### src/rtl/key_debounce_if.sv
// Key-pin and qualified-key-event bundle between the board pins and the key debouncer.
// The master drives the raw pins and consumes the events; the slave is the debouncer.
interface key_debounce_if #(
  parameter int NUM_KEYS = 5
);
  logic [NUM_KEYS-1:0] i_key;
  logic [NUM_KEYS-1:0] o_key_level;
  logic [NUM_KEYS-1:0] o_key_press;
  logic [NUM_KEYS-1:0] o_key_release;
  logic [NUM_KEYS-1:0] o_key_long;
  logic [NUM_KEYS-1:0] o_key_repeat;

  modport master (
    output i_key,
    input  o_key_level, o_key_press, o_key_release, o_key_long, o_key_repeat
  );

  modport slave (
    input  i_key,
    output o_key_level, o_key_press, o_key_release, o_key_long, o_key_repeat
  );
endinterface

### src/rtl/key_debounce.sv
// Push-button qualifier: two-flop synchroniser, per-key debounce counter and a
// hold FSM producing press/release/long/repeat pulses. Keys are fully independent.
module key_debounce #(
  parameter int NUM_KEYS      = 5,
  parameter int DEB_CYCLES    = 1_000_000,
  parameter int LONG_CYCLES   = 50_000_000,
  parameter int REPEAT_CYCLES = 10_000_000
) (
  input logic         i_clk,
  input logic         i_rst_n,
  key_debounce_if.slave keys
);
  localparam int DCW      = $clog2(DEB_CYCLES + 1);
  localparam int HOLD_MAX = (LONG_CYCLES > REPEAT_CYCLES) ? LONG_CYCLES : REPEAT_CYCLES;
  localparam int HCW      = $clog2(HOLD_MAX + 1);

  typedef enum logic [1:0] {
    ST_IDLE   = 2'd0,
    ST_HELD   = 2'd1,
    ST_REPEAT = 2'd2
  } hold_st_e;

  logic [NUM_KEYS-1:0] sync1_r;
  logic [NUM_KEYS-1:0] sync2_r;
  logic [NUM_KEYS-1:0] level_s;
  logic [NUM_KEYS-1:0] press_s;
  logic [NUM_KEYS-1:0] release_s;
  logic [NUM_KEYS-1:0] long_v_s;
  logic [NUM_KEYS-1:0] repeat_v_s;

  // Pin synchroniser; idles at the released (high) pin level.
  always_ff @(posedge i_clk) begin
    if (!i_rst_n) begin
      sync1_r <= '1;
      sync2_r <= '1;
    end else begin
      sync1_r <= keys.i_key;
      sync2_r <= sync1_r;
    end
  end

  for (genvar g = 0; g < NUM_KEYS; g++) begin : g_key
    logic           p_s;
    logic           accept_s;
    logic           press_evt_s;
    logic           rel_evt_s;
    logic [DCW-1:0] dcnt_r;
    logic           level_r;
    logic           press_r;
    logic           release_r;
    hold_st_e       state_r;
    hold_st_e       state_s;
    logic [HCW-1:0] hcnt_r;
    logic [HCW-1:0] hcnt_s;
    logic           long_s;
    logic           repeat_s;
    logic           long_r;
    logic           repeat_r;

    assign p_s         = ~sync2_r[g];
    assign accept_s    = (p_s != level_r) && (dcnt_r == DCW'(DEB_CYCLES - 1));
    assign press_evt_s = accept_s & p_s;
    assign rel_evt_s   = accept_s & ~p_s;

    // Debounce counter: any return to the accepted level restarts the run.
    always_ff @(posedge i_clk) begin
      if (!i_rst_n) begin
        dcnt_r    <= '0;
        level_r   <= 1'b0;
        press_r   <= 1'b0;
        release_r <= 1'b0;
      end else begin
        press_r   <= press_evt_s;
        release_r <= rel_evt_s;
        if (p_s == level_r) begin
          dcnt_r <= '0;
        end else if (accept_s) begin
          level_r <= p_s;
          dcnt_r  <= '0;
        end else begin
          dcnt_r <= dcnt_r + DCW'(1);
        end
      end
    end

    // Hold FSM state register with registered long/repeat pulses.
    always_ff @(posedge i_clk) begin
      if (!i_rst_n) begin
        state_r  <= ST_IDLE;
        hcnt_r   <= '0;
        long_r   <= 1'b0;
        repeat_r <= 1'b0;
      end else begin
        state_r  <= state_s;
        hcnt_r   <= hcnt_s;
        long_r   <= long_s;
        repeat_r <= repeat_s;
      end
    end

    // Hold FSM next state; an accepted release always wins.
    always_comb begin
      state_s = state_r;
      hcnt_s  = hcnt_r;
      if (rel_evt_s) begin
        state_s = ST_IDLE;
        hcnt_s  = '0;
      end else begin
        case (state_r)
          ST_IDLE: begin
            if (press_evt_s) begin
              state_s = ST_HELD;
            end else begin
              state_s = ST_IDLE;
            end
            hcnt_s = '0;
          end
          ST_HELD: begin
            if (hcnt_r == HCW'(LONG_CYCLES - 1)) begin
              state_s = ST_REPEAT;
              hcnt_s  = '0;
            end else begin
              hcnt_s = hcnt_r + HCW'(1);
            end
          end
          ST_REPEAT: begin
            if (hcnt_r == HCW'(REPEAT_CYCLES - 1)) begin
              hcnt_s = '0;
            end else begin
              hcnt_s = hcnt_r + HCW'(1);
            end
          end
          default: begin
            state_s = ST_IDLE;
            hcnt_s  = '0;
          end
        endcase
      end
    end

    // Hold FSM outputs, suppressed when a release lands on the same edge.
    always_comb begin
      long_s   = 1'b0;
      repeat_s = 1'b0;
      if (rel_evt_s) begin
        long_s   = 1'b0;
        repeat_s = 1'b0;
      end else begin
        case (state_r)
          ST_HELD:   long_s   = (hcnt_r == HCW'(LONG_CYCLES - 1));
          ST_REPEAT: repeat_s = (hcnt_r == HCW'(REPEAT_CYCLES - 1));
          default: begin
            long_s   = 1'b0;
            repeat_s = 1'b0;
          end
        endcase
      end
    end

    assign level_s[g]    = level_r;
    assign press_s[g]    = press_r;
    assign release_s[g]  = release_r;
    assign long_v_s[g]   = long_r;
    assign repeat_v_s[g] = repeat_r;
  end

  assign keys.o_key_level   = level_s;
  assign keys.o_key_press   = press_s;
  assign keys.o_key_release = release_s;
  assign keys.o_key_long    = long_v_s;
  assign keys.o_key_repeat  = repeat_v_s;
endmodule

### src/flat_wrapper.sv
// flat-port wrapper written by rule: the top's interface ports become plain ports
module key_debounce_flat 
#(
  parameter int NUM_KEYS      = 5,
  parameter int DEB_CYCLES    = 1_000_000,
  parameter int LONG_CYCLES   = 50_000_000,
  parameter int REPEAT_CYCLES = 10_000_000
)
  (i_clk, i_rst_n, keys_i_key, keys_o_key_level, keys_o_key_press, keys_o_key_release, keys_o_key_long, keys_o_key_repeat);
  key_debounce_if #(.NUM_KEYS(NUM_KEYS)) keys_i ();
  input logic i_clk;
  input logic i_rst_n;
  input wire logic [$bits(keys_i.i_key)-1:0] keys_i_key;
  output wire logic [$bits(keys_i.o_key_level)-1:0] keys_o_key_level;
  output wire logic [$bits(keys_i.o_key_press)-1:0] keys_o_key_press;
  output wire logic [$bits(keys_i.o_key_release)-1:0] keys_o_key_release;
  output wire logic [$bits(keys_i.o_key_long)-1:0] keys_o_key_long;
  output wire logic [$bits(keys_i.o_key_repeat)-1:0] keys_o_key_repeat;
  assign keys_i.i_key = keys_i_key;
  assign keys_o_key_level = keys_i.o_key_level;
  assign keys_o_key_press = keys_i.o_key_press;
  assign keys_o_key_release = keys_i.o_key_release;
  assign keys_o_key_long = keys_i.o_key_long;
  assign keys_o_key_repeat = keys_i.o_key_repeat;
  key_debounce #(.NUM_KEYS(NUM_KEYS), .DEB_CYCLES(DEB_CYCLES), .LONG_CYCLES(LONG_CYCLES), .REPEAT_CYCLES(REPEAT_CYCLES)) u_core (.i_clk(i_clk), .i_rst_n(i_rst_n), .keys(keys_i));
endmodule
### config.mk
export PLATFORM = sky130hd
export DESIGN_NAME = key_debounce_flat
export DESIGN_NICKNAME = d
export VERILOG_FILES = /design/src/rtl/key_debounce_if.sv /design/src/rtl/key_debounce.sv /design/src/flat_wrapper.sv
export SDC_FILE = /design/constraint.sdc
export NUM_CORES = 1
export LEC_CHECK = 0
export CORE_AREA = 2 2 171 173
export CTS_BUF_LIST = sky130_fd_sc_hd__clkbuf_8
export CTS_CLUSTER_SIZE = 10
export DETAILED_ROUTE_END_ITERATION = 16
export DIE_AREA = 0 0 173 175
export SLEW_MARGIN = 20
export SYNTH_ARGS = -nofsm -noshare
export SYNTH_HDL_FRONTEND = slang
export SYNTH_SLANG_ARGS = --single-unit
### constraint.sdc
create_clock -name i_clk -period 3.91 [get_ports i_clk]
set_input_delay 0.782 -clock i_clk [delete_from_list [all_inputs] [get_ports i_clk]]
set_output_delay 0.782 -clock i_clk [all_outputs]
set_load 0.05 [all_outputs]
==> results.py <==
metrics = {
    "critical_path": {
        "crit_buf_inv": 0,
        "worstPathMaxFanout": 26,
        "path_delay_family": "simple AND/OR/NAND/NOR gates",
        "arrival_ns": 3.19,
        "reg2reg_setup_slack_ns": 1.12,
        "r2r_start": "u_core.g_key[0].hcnt_r[8]$_SDFF_PP0_",
        "crit_chain": "or4_1 -> or4_4 -> o41a_1 -> o211ai_4 -> nor2_1",
        "cp_data_required_time_ns": 4.32,
        "critPathLaunchType": "register",
        "cp_slowest_cell": "o211ai_4",
        "cpPeakStageDelay_ns": 0.62,
        "end_kind": "register",
        "worst_r2r_endpoint": "u_core.g_key[0].hcnt_r[3]$_SDFF_PP0_",
        "rr_worst_depth": 5,
        "critPathKind": "register to register",
    },
    "final_layout": {
        "fill_cells": 2725,
        "mostFrequentLayoutCells": "nor2_1 (278), dfxtp_1 (275), xor2_1 (123)",
        "antenna-diode-count": 0,
        "nNetsFinal": 1471,
        "final_util_pct": 49.0,
        "area_growth_pct": 12.3,
        "drive_gt1_share_pct": 6.47,
        "fin_cells": 1852,
        "final_common_cell": "nor2_1",
    },
    "synth": {
        "syn_avg_cell_area_um2": 8.80,
        "syn_nets": 1444,
        "synth_top_cell_area_share_pct": 44.5,
        "synth_cell_type_count": 53,
        "yosysWarningCount": 0,
        "yosysSeqAreaShare_pct": 44.5,
        "synthCells": 1407,
        "synthTopCellsByArea": "dfxtp_1 (44%), xor2_1 (8.7%), nor2_1 (8.4%)",
        "synth-seq-cells": 275,
        "netlist_area_mm2": 0.0124,
        "yosys_most_used_dff": "dfxtp_1",
        "synth_edf_count": 0,
        "ys_async_sr_fraction_pct": 0,
        "netlist.top_cell.by_area": "dfxtp_1",
    },
    "power": {
        "power.density_mw_per_mm2": 403,
        "report.power.total_mw": 5.60,
        "leakage_nw": 4.43,
        "p_int_mw": 4.43,
        "swShare_pct": 20.9,
        "power.switching_mw": 1.17,
        "pwr-share-seq_pct": 50.3,
        "clockPowerShare_pct": 49.1,
        "p_comb_share_pct": 0.7,
        "ir_worst_vdd_mv": 0.214,
    },
    "timing": {
        "rsz0062_at_grt": "no",
        "finClkSkew_ns": 0.0219,
        "timing.fmax_mhz": 359,
        "tns_ns": 0,
        "maxSlewViolCount": 0,
        "slew_headroom_pct": 30.1,
        "hold_violations": 0,
        "setup_viol": 0,
        "worst_slew_pin_slew_ns": 1.03,
        "fin_crit_ns": 2.79,
        "post-route-period-util_pct": 71.2,
    },
    "global_route": {
        "grt_pass1_vias": 9049,
        "grt_usage_pct": 15.7,
        "antenna_found_initial": 0,
        "grt-ovfl-total": 0,
        "grt_first_pass_wirelength_um": 41300,
        "grt_max_degree": 27,
    },
    "routing": {
        "met2RoutedLength_um": 10300,
        "highest-signal-layer": "met4",
        "wl_per_cell_um": 12.6,
        "drc": 0,
        "vias_per_cell": 5.05,
        "drtIter0Drc": 488,
        "wl_met3_um": 817,
        "wl_um": 23300,
        "met1_length_um": 11700,
        "num_vias": 9346,
        "ant_nets": 0,
        "drtPass1Iterations": 4,
    },
    "clock_tree": {
        "clock_latency_ns": 0.55,
        "cts_hold_buf": 0,
        "cts_made_buffers": 48,
        "clk_pin_slew_ns": 0.06,
        "cts_resized": 0,
        "ctsRootBufferMaster": "clkbuf_8",
        "cts_sinks": 275,
        "cts_setup_buffers": 0,
        "h-tree-depth": 2,
        "cts_buffer_depth": 3,
        "tritoncts": "built",
    },
    "die": {
        "die_area_mm2": 0.0303,
        "chipWidth_um": 173,
        "ios": 32,
        "start_util_pct": 43.6,
        "num_rows": 62,
        "die_h_um": 175,
        "core_mm2": 0.0284,
    },
    "hold_path": {
        "min_path_type": "register to register",
        "worstHoldStart": "u_core.sync1_r[2]$_SDFF_PN1_",
        "hold_path_depth": 1,
        "worst_hold_path.endpoint": "u_core.sync2_r[2]$_SDFF_PN1_",
    },
    "status": {
        "status": "complete, no violations",
    },
    "place": {
        "dp.cells": 1768,
        "dp_hpwl_um": 15500,
        "io_buffers": 31,
        "globalplace.congestion": 0.785,
    },
    "job": {
        "max-cap-violations": 0,
    },
}
[power groups by stage]
| stage | clock, mW | sequential (mW) | combinational [mW] |
|---|---|---|---|
| detailed placement | 0 | 2.88 | 0.0382 |
| global placement | 0 | 2.88 | 0.0379 |
| global route | 2.98 | 2.81 | 0.0419 |
| CTS | 2.85 | 2.81 | 0.0384 |
| floorplan | 0 | 2.87 | 0.0235 |
| finish | 2.75 | 2.81 | 0.0367 |
[worst reg2reg max path: stages, from the launching register on]
cell and delay, ns:
dfxtp_1 0.36, or4_1 0.51, or4_4 0.52, o41a_1 0.51, o211ai_4 0.62, nor2_1 0.13
[through the flow]
stage / setup slack (ns) / hold slack [ns] / area (um2)
2_1_floorplan: 1.49 / 0.386 / 12400
3_3_place_gp: 1.09 / 0.387 / 12900
3_5_place_dp: 1.06 / 0.392 / 12900
4_1_cts: 1.13 / 0.390 / 13900
5_1_grt: 0.937 / 0.422 / 13900
6_report: 1.12 / 0.390 / 13900
[synth_stat cells, types with 30 or more instances]
| master | number |
|---|---|
| nand3_1 | 100 |
| nor4_1 | 36 |
| and3_1 | 41 |
| nor3_1 | 40 |
| dfxtp_1 | 275 |
| inv_1 | 45 |
| nor2_1 | 278 |
| nand2_1 | 73 |
| nand4_1 | 73 |
| xnor2_1 | 89 |
| xor2_1 | 123 |
| ha_1 | 30 |
[flip-flops by register name (all words and copies together), names as in the netlist]
register                flops
u_core.g_key.dcnt_r       100
u_core.g_key.repeat_r       5
u_core.g_key.level_r        5
u_core.g_key.long_r         5
u_core.g_key.hcnt_r       130
u_core.sync2_r              5
u_core.sync1_r              5
u_core.g_key.press_r        5
u_core.g_key.release_r      5
u_core.g_key.state_r       10
[how the worst max path moves through the flow]
stage	slack [ns]	end	cells past startpoint	from
2_1_floorplan	1.49	u_core.g_key[0].hcnt_r[19]$_SDFF_PP0_	6	u_core.g_key[0].hcnt_r[8]$_SDFF_PP0_
3_3_place_gp	1.09	u_core.g_key[3].hcnt_r[20]$_SDFF_PP0_	5	i_rst_n
3_5_place_dp	1.06	u_core.g_key[3].hcnt_r[13]$_SDFF_PP0_	5	i_rst_n
4_1_cts	1.13	u_core.g_key[0].hcnt_r[23]$_SDFF_PP0_	5	u_core.g_key[0].hcnt_r[8]$_SDFF_PP0_
5_1_grt	0.94	u_core.g_key[0].hcnt_r[9]$_SDFF_PP0_	6	u_core.g_key[0].hcnt_r[0]$_SDFF_PP0_
6_report	1.12	u_core.g_key[0].hcnt_r[3]$_SDFF_PP0_	5	u_core.g_key[0].hcnt_r[8]$_SDFF_PP0_
[metal layers]
| metal | global-route usage (%) | up-vias |
|---|---|---|
| met5 | 0 | - |
| met4 | 5.16 | 0 |
| li1 | - | 4887 |
| met1 | 21.1 | 4295 |
| met2 | 25.6 | 117 |
| met3 | 2.89 | 47 |
[cell families after synthesis]
logic type                 synth area share, %
and+or+nand+nor                           30.3
DFF                                       44.5
xor gates and xnor gates                  15.0
buffers and inverters                     4.11
AOI/OAI and AO/OA                         3.10
adders and majority gates                 3.03
[cell type report]
| class | instances | area, um2 | area share (%) |
|---|---|---|---|
| clock inverter | 19 | 139 | 0.999 |
| multi-input combinational | 1028 | 6370 | 45.8 |
| clock buffer | 65 | 895 | 6.43 |
| tap | 384 | 480 | 3.45 |
| timing repair buffer | 36 | 348 | 2.50 |
| inverter | 45 | 169 | 1.21 |
| sequential | 275 | 5510 | 39.6 |
Power figures use the tool's default switching activity.
